==> src/rtl/multicycle_ctrl.sv <==
// Moore control FSM for a multi-cycle MIPS datapath with a memory ready handshake.
// Optional performance counters are enabled by defining MULTICYCLE_CTRL_PERF_EN.
module multicycle_ctrl #(
  parameter int unsigned CNT_W = 32
) (
  input  logic             clk,
  input  logic             rst_n,
  input  logic [5:0]       opcode_i,
  input  logic             zero_i,
  input  logic             mem_ready_i,
  output logic             pc_write_o,
  output logic             ir_write_o,
  output logic             i_or_d_o,
  output logic             mem_read_o,
  output logic             mem_write_o,
  output logic             reg_write_o,
  output logic             mem_to_reg_o,
  output logic             reg_dst_o,
  output logic             ext_zero_o,
  output logic             alu_src_a_o,
  output logic [1:0]       alu_src_b_o,
  output logic [2:0]       alu_op_o,
  output logic [1:0]       pc_source_o,
  output logic             illegal_op_o,
  output logic [3:0]       state_o
`ifdef MULTICYCLE_CTRL_PERF_EN
  ,
  output logic [CNT_W-1:0] cyc_cnt_o,
  output logic [CNT_W-1:0] instr_cnt_o
`endif
);

  typedef enum logic [3:0] {
    StReset  = 4'd0,
    StFetch  = 4'd1,
    StDecode = 4'd2,
    StMemAdr = 4'd3,
    StMemRd  = 4'd4,
    StMemWb  = 4'd5,
    StMemWr  = 4'd6,
    StRtExe  = 4'd7,
    StRtWb   = 4'd8,
    StIExe   = 4'd9,
    StIWb    = 4'd10,
    StBranch = 4'd11,
    StJump   = 4'd12,
    StTrap   = 4'd13
  } state_e;

  localparam logic [5:0] OpRtype = 6'h00;
  localparam logic [5:0] OpJ     = 6'h02;
  localparam logic [5:0] OpBeq   = 6'h04;
  localparam logic [5:0] OpBne   = 6'h05;
  localparam logic [5:0] OpAddi  = 6'h08;
  localparam logic [5:0] OpSlti  = 6'h0A;
  localparam logic [5:0] OpAndi  = 6'h0C;
  localparam logic [5:0] OpOri   = 6'h0D;
  localparam logic [5:0] OpXori  = 6'h0E;
  localparam logic [5:0] OpLui   = 6'h0F;
  localparam logic [5:0] OpLw    = 6'h23;
  localparam logic [5:0] OpSw    = 6'h2B;

  localparam logic [2:0] AluAdd   = 3'b000;
  localparam logic [2:0] AluSub   = 3'b001;
  localparam logic [2:0] AluAnd   = 3'b010;
  localparam logic [2:0] AluOr    = 3'b011;
  localparam logic [2:0] AluXor   = 3'b100;
  localparam logic [2:0] AluSlt   = 3'b101;
  localparam logic [2:0] AluLui   = 3'b110;
  localparam logic [2:0] AluFunct = 3'b111;

  state_e     state_q, state_d;

  logic       i_or_d_q, i_or_d_d;
  logic       mem_read_q, mem_read_d;
  logic       mem_write_q, mem_write_d;
  logic       reg_write_q, reg_write_d;
  logic       mem_to_reg_q, mem_to_reg_d;
  logic       reg_dst_q, reg_dst_d;
  logic       ext_zero_q, ext_zero_d;
  logic       alu_src_a_q, alu_src_a_d;
  logic [1:0] alu_src_b_q, alu_src_b_d;
  logic [2:0] alu_op_q, alu_op_d;
  logic [1:0] pc_source_q, pc_source_d;
  logic       illegal_op_q, illegal_op_d;
  // Unconditional PC load (JUMP, TRAP); FETCH and BRANCH loads depend on live inputs.
  logic       pc_jump_q, pc_jump_d;

  logic [2:0] imm_alu_op;
  logic       imm_ext_zero;
  logic       branch_taken;

  always_comb begin
    imm_alu_op   = AluAdd;
    imm_ext_zero = 1'b0;
    case (opcode_i)
      OpAddi: imm_alu_op = AluAdd;
      OpSlti: imm_alu_op = AluSlt;
      OpAndi: begin
        imm_alu_op   = AluAnd;
        imm_ext_zero = 1'b1;
      end
      OpOri: begin
        imm_alu_op   = AluOr;
        imm_ext_zero = 1'b1;
      end
      OpXori: begin
        imm_alu_op   = AluXor;
        imm_ext_zero = 1'b1;
      end
      OpLui:   imm_alu_op = AluLui;
      default: imm_alu_op = AluAdd;
    endcase
  end

  assign branch_taken = ((opcode_i == OpBeq) && zero_i) || ((opcode_i == OpBne) && !zero_i);

  always_comb begin
    state_d = state_q;
    case (state_q)
      StReset:  state_d = StFetch;
      StFetch:  if (mem_ready_i) state_d = StDecode;
      StDecode: begin
        case (opcode_i)
          OpRtype:     state_d = StRtExe;
          OpLw, OpSw:  state_d = StMemAdr;
          OpBeq, OpBne: state_d = StBranch;
          OpJ:         state_d = StJump;
          OpAddi, OpSlti, OpAndi, OpOri, OpXori, OpLui: state_d = StIExe;
          default:     state_d = StTrap;
        endcase
      end
      StMemAdr: state_d = (opcode_i == OpSw) ? StMemWr : StMemRd;
      StMemRd:  if (mem_ready_i) state_d = StMemWb;
      StMemWb:  state_d = StFetch;
      StMemWr:  if (mem_ready_i) state_d = StFetch;
      StRtExe:  state_d = StRtWb;
      StRtWb:   state_d = StFetch;
      StIExe:   state_d = StIWb;
      StIWb:    state_d = StFetch;
      StBranch: state_d = StFetch;
      StJump:   state_d = StFetch;
      StTrap:   state_d = StFetch;
      default:  state_d = StFetch;
    endcase
  end

  // Outputs are decoded from the next state so they are registered alongside it.
  always_comb begin
    i_or_d_d     = 1'b0;
    mem_read_d   = 1'b0;
    mem_write_d  = 1'b0;
    reg_write_d  = 1'b0;
    mem_to_reg_d = 1'b0;
    reg_dst_d    = 1'b0;
    ext_zero_d   = 1'b0;
    alu_src_a_d  = 1'b0;
    alu_src_b_d  = 2'b00;
    alu_op_d     = AluAdd;
    pc_source_d  = 2'b00;
    illegal_op_d = 1'b0;
    pc_jump_d    = 1'b0;
    case (state_d)
      StFetch: begin
        mem_read_d  = 1'b1;
        alu_src_b_d = 2'b01;
      end
      StDecode: alu_src_b_d = 2'b11;
      StMemAdr: begin
        alu_src_a_d = 1'b1;
        alu_src_b_d = 2'b10;
      end
      StMemRd: begin
        mem_read_d = 1'b1;
        i_or_d_d   = 1'b1;
      end
      StMemWb: begin
        reg_write_d  = 1'b1;
        mem_to_reg_d = 1'b1;
      end
      StMemWr: begin
        mem_write_d = 1'b1;
        i_or_d_d    = 1'b1;
      end
      StRtExe: begin
        alu_src_a_d = 1'b1;
        alu_op_d    = AluFunct;
      end
      StRtWb: begin
        reg_write_d = 1'b1;
        reg_dst_d   = 1'b1;
      end
      StIExe: begin
        alu_src_a_d = 1'b1;
        alu_src_b_d = 2'b10;
        alu_op_d    = imm_alu_op;
        ext_zero_d  = imm_ext_zero;
      end
      StIWb: begin
        reg_write_d = 1'b1;
        ext_zero_d  = imm_ext_zero;
      end
      StBranch: begin
        alu_src_a_d = 1'b1;
        alu_op_d    = AluSub;
        pc_source_d = 2'b01;
      end
      StJump: begin
        pc_jump_d   = 1'b1;
        pc_source_d = 2'b10;
      end
      StTrap: begin
        pc_jump_d    = 1'b1;
        pc_source_d  = 2'b11;
        illegal_op_d = 1'b1;
      end
      default: ;
    endcase
  end

  always_ff @(posedge clk or negedge rst_n) begin
    if (!rst_n) begin
      state_q      <= StReset;
      i_or_d_q     <= 1'b0;
      mem_read_q   <= 1'b0;
      mem_write_q  <= 1'b0;
      reg_write_q  <= 1'b0;
      mem_to_reg_q <= 1'b0;
      reg_dst_q    <= 1'b0;
      ext_zero_q   <= 1'b0;
      alu_src_a_q  <= 1'b0;
      alu_src_b_q  <= 2'b00;
      alu_op_q     <= AluAdd;
      pc_source_q  <= 2'b00;
      illegal_op_q <= 1'b0;
      pc_jump_q    <= 1'b0;
    end else begin
      state_q      <= state_d;
      i_or_d_q     <= i_or_d_d;
      mem_read_q   <= mem_read_d;
      mem_write_q  <= mem_write_d;
      reg_write_q  <= reg_write_d;
      mem_to_reg_q <= mem_to_reg_d;
      reg_dst_q    <= reg_dst_d;
      ext_zero_q   <= ext_zero_d;
      alu_src_a_q  <= alu_src_a_d;
      alu_src_b_q  <= alu_src_b_d;
      alu_op_q     <= alu_op_d;
      pc_source_q  <= pc_source_d;
      illegal_op_q <= illegal_op_d;
      pc_jump_q    <= pc_jump_d;
    end
  end

  assign ir_write_o   = (state_q == StFetch) && mem_ready_i;
  assign pc_write_o   = pc_jump_q || ((state_q == StFetch) && mem_ready_i) ||
                        ((state_q == StBranch) && branch_taken);
  assign i_or_d_o     = i_or_d_q;
  assign mem_read_o   = mem_read_q;
  assign mem_write_o  = mem_write_q;
  assign reg_write_o  = reg_write_q;
  assign mem_to_reg_o = mem_to_reg_q;
  assign reg_dst_o    = reg_dst_q;
  assign ext_zero_o   = ext_zero_q;
  assign alu_src_a_o  = alu_src_a_q;
  assign alu_src_b_o  = alu_src_b_q;
  assign alu_op_o     = alu_op_q;
  assign pc_source_o  = pc_source_q;
  assign illegal_op_o = illegal_op_q;
  assign state_o      = state_q;

`ifdef MULTICYCLE_CTRL_PERF_EN
  logic [CNT_W-1:0] cyc_cnt_q, instr_cnt_q;
  logic             instr_done;

  // Trap completions are deliberately excluded from the retired-instruction count.
  assign instr_done = (state_d == StFetch) &&
                      (state_q inside {StMemWb, StMemWr, StRtWb, StIWb, StBranch, StJump});

  always_ff @(posedge clk or negedge rst_n) begin
    if (!rst_n) begin
      cyc_cnt_q   <= '0;
      instr_cnt_q <= '0;
    end else begin
      if (state_q != StReset) cyc_cnt_q <= cyc_cnt_q + 1'b1;
      if (instr_done) instr_cnt_q <= instr_cnt_q + 1'b1;
    end
  end

  assign cyc_cnt_o   = cyc_cnt_q;
  assign instr_cnt_o = instr_cnt_q;
`endif

endmodule
==> config.mk <==
export PLATFORM = sky130hd
export DESIGN_NAME = multicycle_ctrl
export DESIGN_NICKNAME = d
export VERILOG_FILES = /design/src/rtl/multicycle_ctrl.sv
export SDC_FILE = /design/constraint.sdc
export NUM_CORES = 1
export LEC_CHECK = 0
export ABC_CLOCK_PERIOD_IN_PS = 2900
export CORE_AREA = 10 10 61 63
export DETAILED_ROUTE_END_ITERATION = 10
export DIE_AREA = 0 0 71 73
export GPL_TIMING_DRIVEN = 0
export PLACE_DENSITY_LB_ADDON = 0.3
export SLEW_MARGIN = 30
export SYNTH_ARGS = -nofsm -noshare
export SYNTH_HDL_FRONTEND = slang
export SYNTH_SLANG_ARGS = --single-unit
==> constraint.sdc <==
create_clock -name clk -period 2.9 [get_ports clk]
set_clock_uncertainty 0.15 [all_clocks]
set_input_delay 0.29 -clock clk [delete_from_list [all_inputs] [get_ports clk]]
set_output_delay 0.29 -clock clk [all_outputs]
set_load 0.005 [all_outputs]
## After elaboration in Yosys (flattened, before gate mapping)

Cells that the tools add are included.
W data, S select, Z words.

| cells by class | value |
|---|---|
| $add $sub $neg | 0 |
| multiply operators | 0 |
| divide/modulo/power cells | 0 |
| magnitude comparators | 0 |
| eq/ne operators | 32 |
| shift operators | 0 |
| multiplexer cells | 21 |
| bitwise logic cells | 0 |
| reductions and logical operators | 20 |

Operators by type and width:

| kind | number |
|---|---|
| $eq A6 B4 Y1 const B | 6 |
| $eq A4 B4 Y1 const B | 8 |
| $eq A4 B3 Y1 const B | 7 |
| $pmux W4 S7 | 1 |
| $pmux W4 S5 | 1 |
| $eq A4 B2 Y1 const B | 4 |
| $pmux W3 S5 | 1 |
| $reduce_or A2 Y1 | 7 |
| $eq A6 B3 Y1 const B | 2 |
| $eq A6 B6 Y1 const B | 2 |
| $mux W4 | 3 |
| $pmux W2 S3 | 2 |
| $mux W1 | 11 |
| $pmux W3 S3 | 1 |
| $eq A4 B1 Y1 const B | 2 |
| $eq A6 B2 Y1 const B | 1 |
| $logic_not A6 Y1 | 1 |
| $reduce_or A3 Y1 | 2 |
| $reduce_or A6 Y1 | 1 |
| $logic_and A1 B1 Y1 | 4 |
| $reduce_or A4 Y1 | 1 |
| $logic_or A1 B1 Y1 | 3 |
| $mux W2 | 1 |
| $logic_not A1 Y1 | 1 |

| storage, ports and cells | value |
|---|---|
| bits in registers | 21 |
| latch bits | 0 |
| bits in writable memories | 0 |
| ROM bits | 0 |
| input bits | 10 |
| output and inout port bits | 22 |
| word-level logic and storage cells | 87 |
| memories kept | 0 |

## Longest topological paths before layout

| depth | value |
|---|---|
| depth after elaboration | 7 |
| gate-level depth with buffers | 8 |
| mapped depth without buffers | 7 |

## Worst setup path before layout

Ideal clock, no wire load.

| path | value |
|---|---|
| kind | reg-to-reg |
| start point | register state_q[0] (netlist: state_o[0]) |
| end point | register alu_src_a_q (netlist: alu_src_a_o) |
| setup time | 0.120 ns |
| arrival time | 1.794 ns |
| required time | 2.630 ns |
| setup slack | 0.836 ns |
| cell stages (with the launch flop) | 7 |
| buffers on the path | 1 |
| clock period less this slack | 2.064 ns |
| cell sequence | dfrtp_1 buf_2 or4b_2 o21ai_0 nor3_2 nor3b_2 a31o_1 |

| between the ends | value |
|---|---|
| cells in the longest elaborated chain, start to end | 5 |
| elaborated cells on any way between the ends | 17 |
| those cells by class | 11 x eq/ne; 5 x mux; 1 x reduce/logical |

RTL lines:

| element | RTL line | text |
|---|---|---|
| from (decl) | 72 | `state_e state_q, state_d;` |
| from (signal assigned) | 223 | `state_q <= StReset;` |
| from (signal assigned) | 238 | `state_q <= state_d;` |
| $eq A4 B4 Y1, or another cell as far along | 120 | `case (state_q)` |
| $pmux W4 S7 * | 120 |  |
| named net state_d[0] | 72 |  |
| $eq A4 B4 Y1, or another cell as far along | 163 | `case (state_d)` |
| $reduce_or A4 Y1 (no line) * | -- |  |
| $mux W1 * | 163 |  |
| named net alu_src_a_d | 81 | `logic alu_src_a_q, alu_src_a_d;` |
| to (signal assigned) | 246 | `alu_src_a_q <= alu_src_a_d;` |
| to (decl) | 81 |  |

The timed path passes the listed nets; every way through them passes the cells marked *.

## Worst setup path in the final report

| path | value |
|---|---|
| start point | input port opcode_i[5] |
| end point | output port pc_write_o |

| between the ends | value |
|---|---|
| cells in the longest elaborated chain, start to end | 5 |
| elaborated cells on any way between the ends | 7 |
| those cells by class | 2 x eq/ne; 5 x reduce/logical |

RTL lines:

| element | RTL line | text |
|---|---|---|
| from (decl) | 8 | `input logic [5:0] opcode_i,` |
| $eq A6 B3 Y1 | 116 | `assign branch_taken = ((opcode_i == OpBeq) && zero_i) \|\| ((opcode_i == OpBne) && !zero_i);` |
| $logic_and A1 B1 Y1 | 116 |  |
| $logic_or A1 B1 Y1 * | 116 |  |
| $logic_and A1 B1 Y1 * | 257 | `((state_q == StBranch) && branch_taken);` |
| $logic_or A1 B1 Y1 * | 256 | `assign pc_write_o = pc_jump_q \|\| ((state_q == StFetch) && mem_ready_i) \|\|` |
| to (decl) | 11 | `output logic pc_write_o,` |

Every way passes the cells marked *; elsewhere a longest branch is shown, timed or not.

==> flow_summary.json <==
{
  "hpwl_mm": 2.23,
  "setup.reg_to_reg.worst_slack_ns": 0.64,
  "worstHoldPathCells": 3,
  "placedCellCount": 183,
  "globalRouteTotalUtil": 0.109,
  "cp_max_fo": 8,
  "yosysWarnings": 0,
  "hold_viol": 0,
  "max-cap-violations": 0,
  "synth_xor_area_frac": 0.0150,
  "reg2reg_to": "ext_zero_o$_DFF_PN0_",
  "synth_area_leaders": "dfrtp_1, nor2_1, nand2_1, nand3b_1, nor3_1",
  "ys_seq_area_frac": 0.428,
  "r2r_start": "state_o[3]$_DFF_PN0_",
  "core_mm2": 0.00262,
  "gp_congestion": 0.865,
  "finalSetupViolations": 0,
  "worstHoldPathType": "in2reg",
  "cts_made_buffers": 3,
  "slowest_stage": "clkdlybuf4s50_1",
  "final_common_cell": "clkdlybuf4s50_1",
  "worstPathCellList": "clkdlybuf4s50_1 > nor2_1 > nand2_1 > nor4_1 > nand3_1 > nand2_1 > clkdlybuf4s50_1",
  "relSlewSlack": 0.465,
  "seqCellArea_um2": 500,
  "ys_types": 40,
  "fill_cells": 237,
  "cp-start-kind": "input port",
  "vdd_ir_drop_max_v": 0.000448,
  "synth.top_cell.area_share": 0.428,
  "vias": 1026,
  "holdPathEnd": "ext_zero_o$_DFF_PN0_",
  "die_h_um": 73,
  "final_nets": 167,
  "syn_to_final_growth_pct": 32.1,
  "synth_fp_nets": 132,
  "ys_seq_elements": 20,
  "via_per_inst": 5.49,
  "routed_wl_mm": 2.70,
  "start_util": 0.447,
  "total_leakage_power_nw": 0.666,
  "grt_pass1_vias": 1039,
  "drtPass1Iterations": 4,
  "arrival_ns": 2.11,
  "crit_type": "in2out",
  "multi_input_area_um2": 602,
  "cts.sinks": 20,
  "antenna_found_initial": 0,
  "yosys-mux-area-fraction": 0.0171,
  "ant_nets": 0,
  "synth-adder-area-share": 0,
  "drive_above_1_share": 0.160,
  "syn_area_mm2": 0.00117,
  "drc": 0,
  "cts_resized": 0,
  "syn-instance-count": 122,
  "yosys.area_share.simple": 0.343,
  "htreeDepth": 1,
  "cts_hold_buffers": 0,
  "status": "complete, no violations",
  "post-route-util": 0.591,
  "cts_tree": "yes",
  "critical_path.max_stage_delay_ns": 0.53,
  "io_buffers": 30,
  "hp-start": "opcode_i[2]",
  "pwr_density_cell_mw_per_mm2": 825,
  "synth_top_family_by_area": "simple AND/OR/NAND/NOR gates",
  "pin_count": 32,
  "yosysTopAreaCell": "dfrtp_1",
  "grt_first_pass_wirelength_mm": 4.81,
  "fin_cells": 187,
  "required_ns": 2.46,
  "grt_max_degree": 21,
  "dieWidth_um": 71,
  "clk_pin_slew_worst_paths_ns": 0.10,
  "end_kind": "output port",
  "avgSynthCellArea_um2": 9.59,
  "routedWlPerCell_um": 14.4,
  "fin_tns_setup_ns": 0,
  "dieArea_mm2": 0.00518,
  "clockBufferDepth": 2,
  "clock_latency_ns": 0.28,
  "rows": 19,
  "dpl_cell_area_mm2": 0.00151,
  "min_period_ns": 2.55,
  "fin_crit_sh": 0.878,
  "post_cts_buffers": 0,
  "clockRootBuffer": "clkbuf_4",
  "worst_pin_slew_ns": 0.801,
  "max_freq_mhz": 393,
  "diodes": 0,
  "finalInstanceArea_mm2": 0.00155,
  "slew_violations": 0,
  "grt.overflow.total": 0,
  "synth-compound-area-share": 0.139,
  "rsz0062_at_grt": "false",
  "r2r_cells": 6,
  "dr.first_iter.drc_count": 42,
  "most-common-layout-cells": "clkdlybuf4s50_1, dfrtp_1, nor2_1, nand2_1, nor3_1"
}
==> through the flow <==
stage / hold slack [ns] / power (mW) / worst slack, ns
after floorplan: -0.156 / 0.846 / 0.836
after global placement: 0.497 / 1.11 / 0.348
after detailed placement: 0.511 / 1.13 / 0.312
after CTS: 0.190 / 1.28 / 0.346
after global routing: 0.211 / 1.38 / 0.0814
final: 0.200 / 1.27 / 0.353
==> power breakdown <==
group	switching [mW]	leakage (nW)	internal, mW	total, mW
clock network	0.0739	0.0210	0.0764	0.150
registers	0.0376	0.268	0.351	0.389
logic	0.380	0.377	0.355	0.736
total	0.492	0.666	0.783	1.27
==> registers in the layout, summed over array words and instances (netlist names) <==
| signal | count |
|---|---|
| pc_source_o | 1 |
| ext_zero_o | 1 |
| pc_jump_q | 1 |
| state_o | 4 |
| i_or_d_o | 1 |
| alu_src_b_o | 2 |
| mem_read_o | 1 |
| mem_write_o | 1 |
| reg_write_o | 1 |
| reg_dst_o | 1 |
| mem_to_reg_o | 1 |
| illegal_op_o | 1 |
| alu_src_a_o | 1 |
| alu_op_o | 3 |
==> worst max-delay path, delay by kind of cell <==
kind                   cells  cell delay, ns
and+or+nand+nor            5            0.79
buffers and inverters      2            1.02
==> per-layer routing <==
metal,global-route usage,vias to the layer above,part of all wire
met3,0.0367,6,0.076
met2,0.175,36,0.50
met5,0,-,0
met1,0.129,474,0.41
met4,0.0452,0,0.014
li1,-,510,-
==> layout make-up <==
cell class,count,share of cell area
inverters,6,0.0146
flip-flops and latches,20,0.324
repair buffers,30,0.194
multi-input cells,88,0.389
well taps,31,0.0251
plain buffers,8,0.0291
clock buffers,4,0.0235
==> logic make-up after synthesis <==
| kind of cell | Yosys count |
|---|---|
| AOI/OAI and AO/OA | 19 |
| and+or+nand+nor | 65 |
| buffers and inverters | 14 |
| DFF | 20 |
| muxes | 2 |
| xor gates and xnor gates | 2 |
==> worst max path at each step <==
stage / slack [ns] / endpoint / from / cells past startpoint
after floorplan: 0.84 / alu_src_a_o$_DFF_PN0_ / state_o[0]$_DFF_PN0_ / 6
after global placement: 0.35 / ext_zero_o$_DFF_PN0_ / opcode_i[0] / 9
after detailed placement: 0.31 / alu_src_a_o$_DFF_PN0_ / opcode_i[5] / 6
after CTS: 0.35 / pc_write_o / opcode_i[5] / 7
after global routing: 0.08 / pc_write_o / opcode_i[5] / 7
final: 0.35 / pc_write_o / opcode_i[5] / 7
==> Yosys cell counts <==
cell type,n
dfrtp_1,20
or4_4,1
a2111oi_2,1
nand4b_1,1
a22oi_1,1
or4_1,1
nor3_2,2
mux2i_1,2
nand3_2,1
a31o_1,1
a21oi_1,3
o21ai_0,3
a31o_2,1
or3_1,1
o21ba_2,1
a22o_1,1
nor3_1,7
inv_1,6
o21bai_4,1
nand2b_1,3
nor3b_1,3
nand3b_1,5
nand2_1,10
o31ai_1,2
nor2_1,13
buf_2,6
nor4_1,4
and4b_1,2
nor2b_1,2
a21o_1,1
nand3_4,1
and3_1,1
or4b_2,1
nand2b_4,1
a311oi_2,1
nand3_1,4
nor3b_2,1
o32ai_1,2
xor2_1,2
buf_4,2
(Power assumes the default switching activity.)
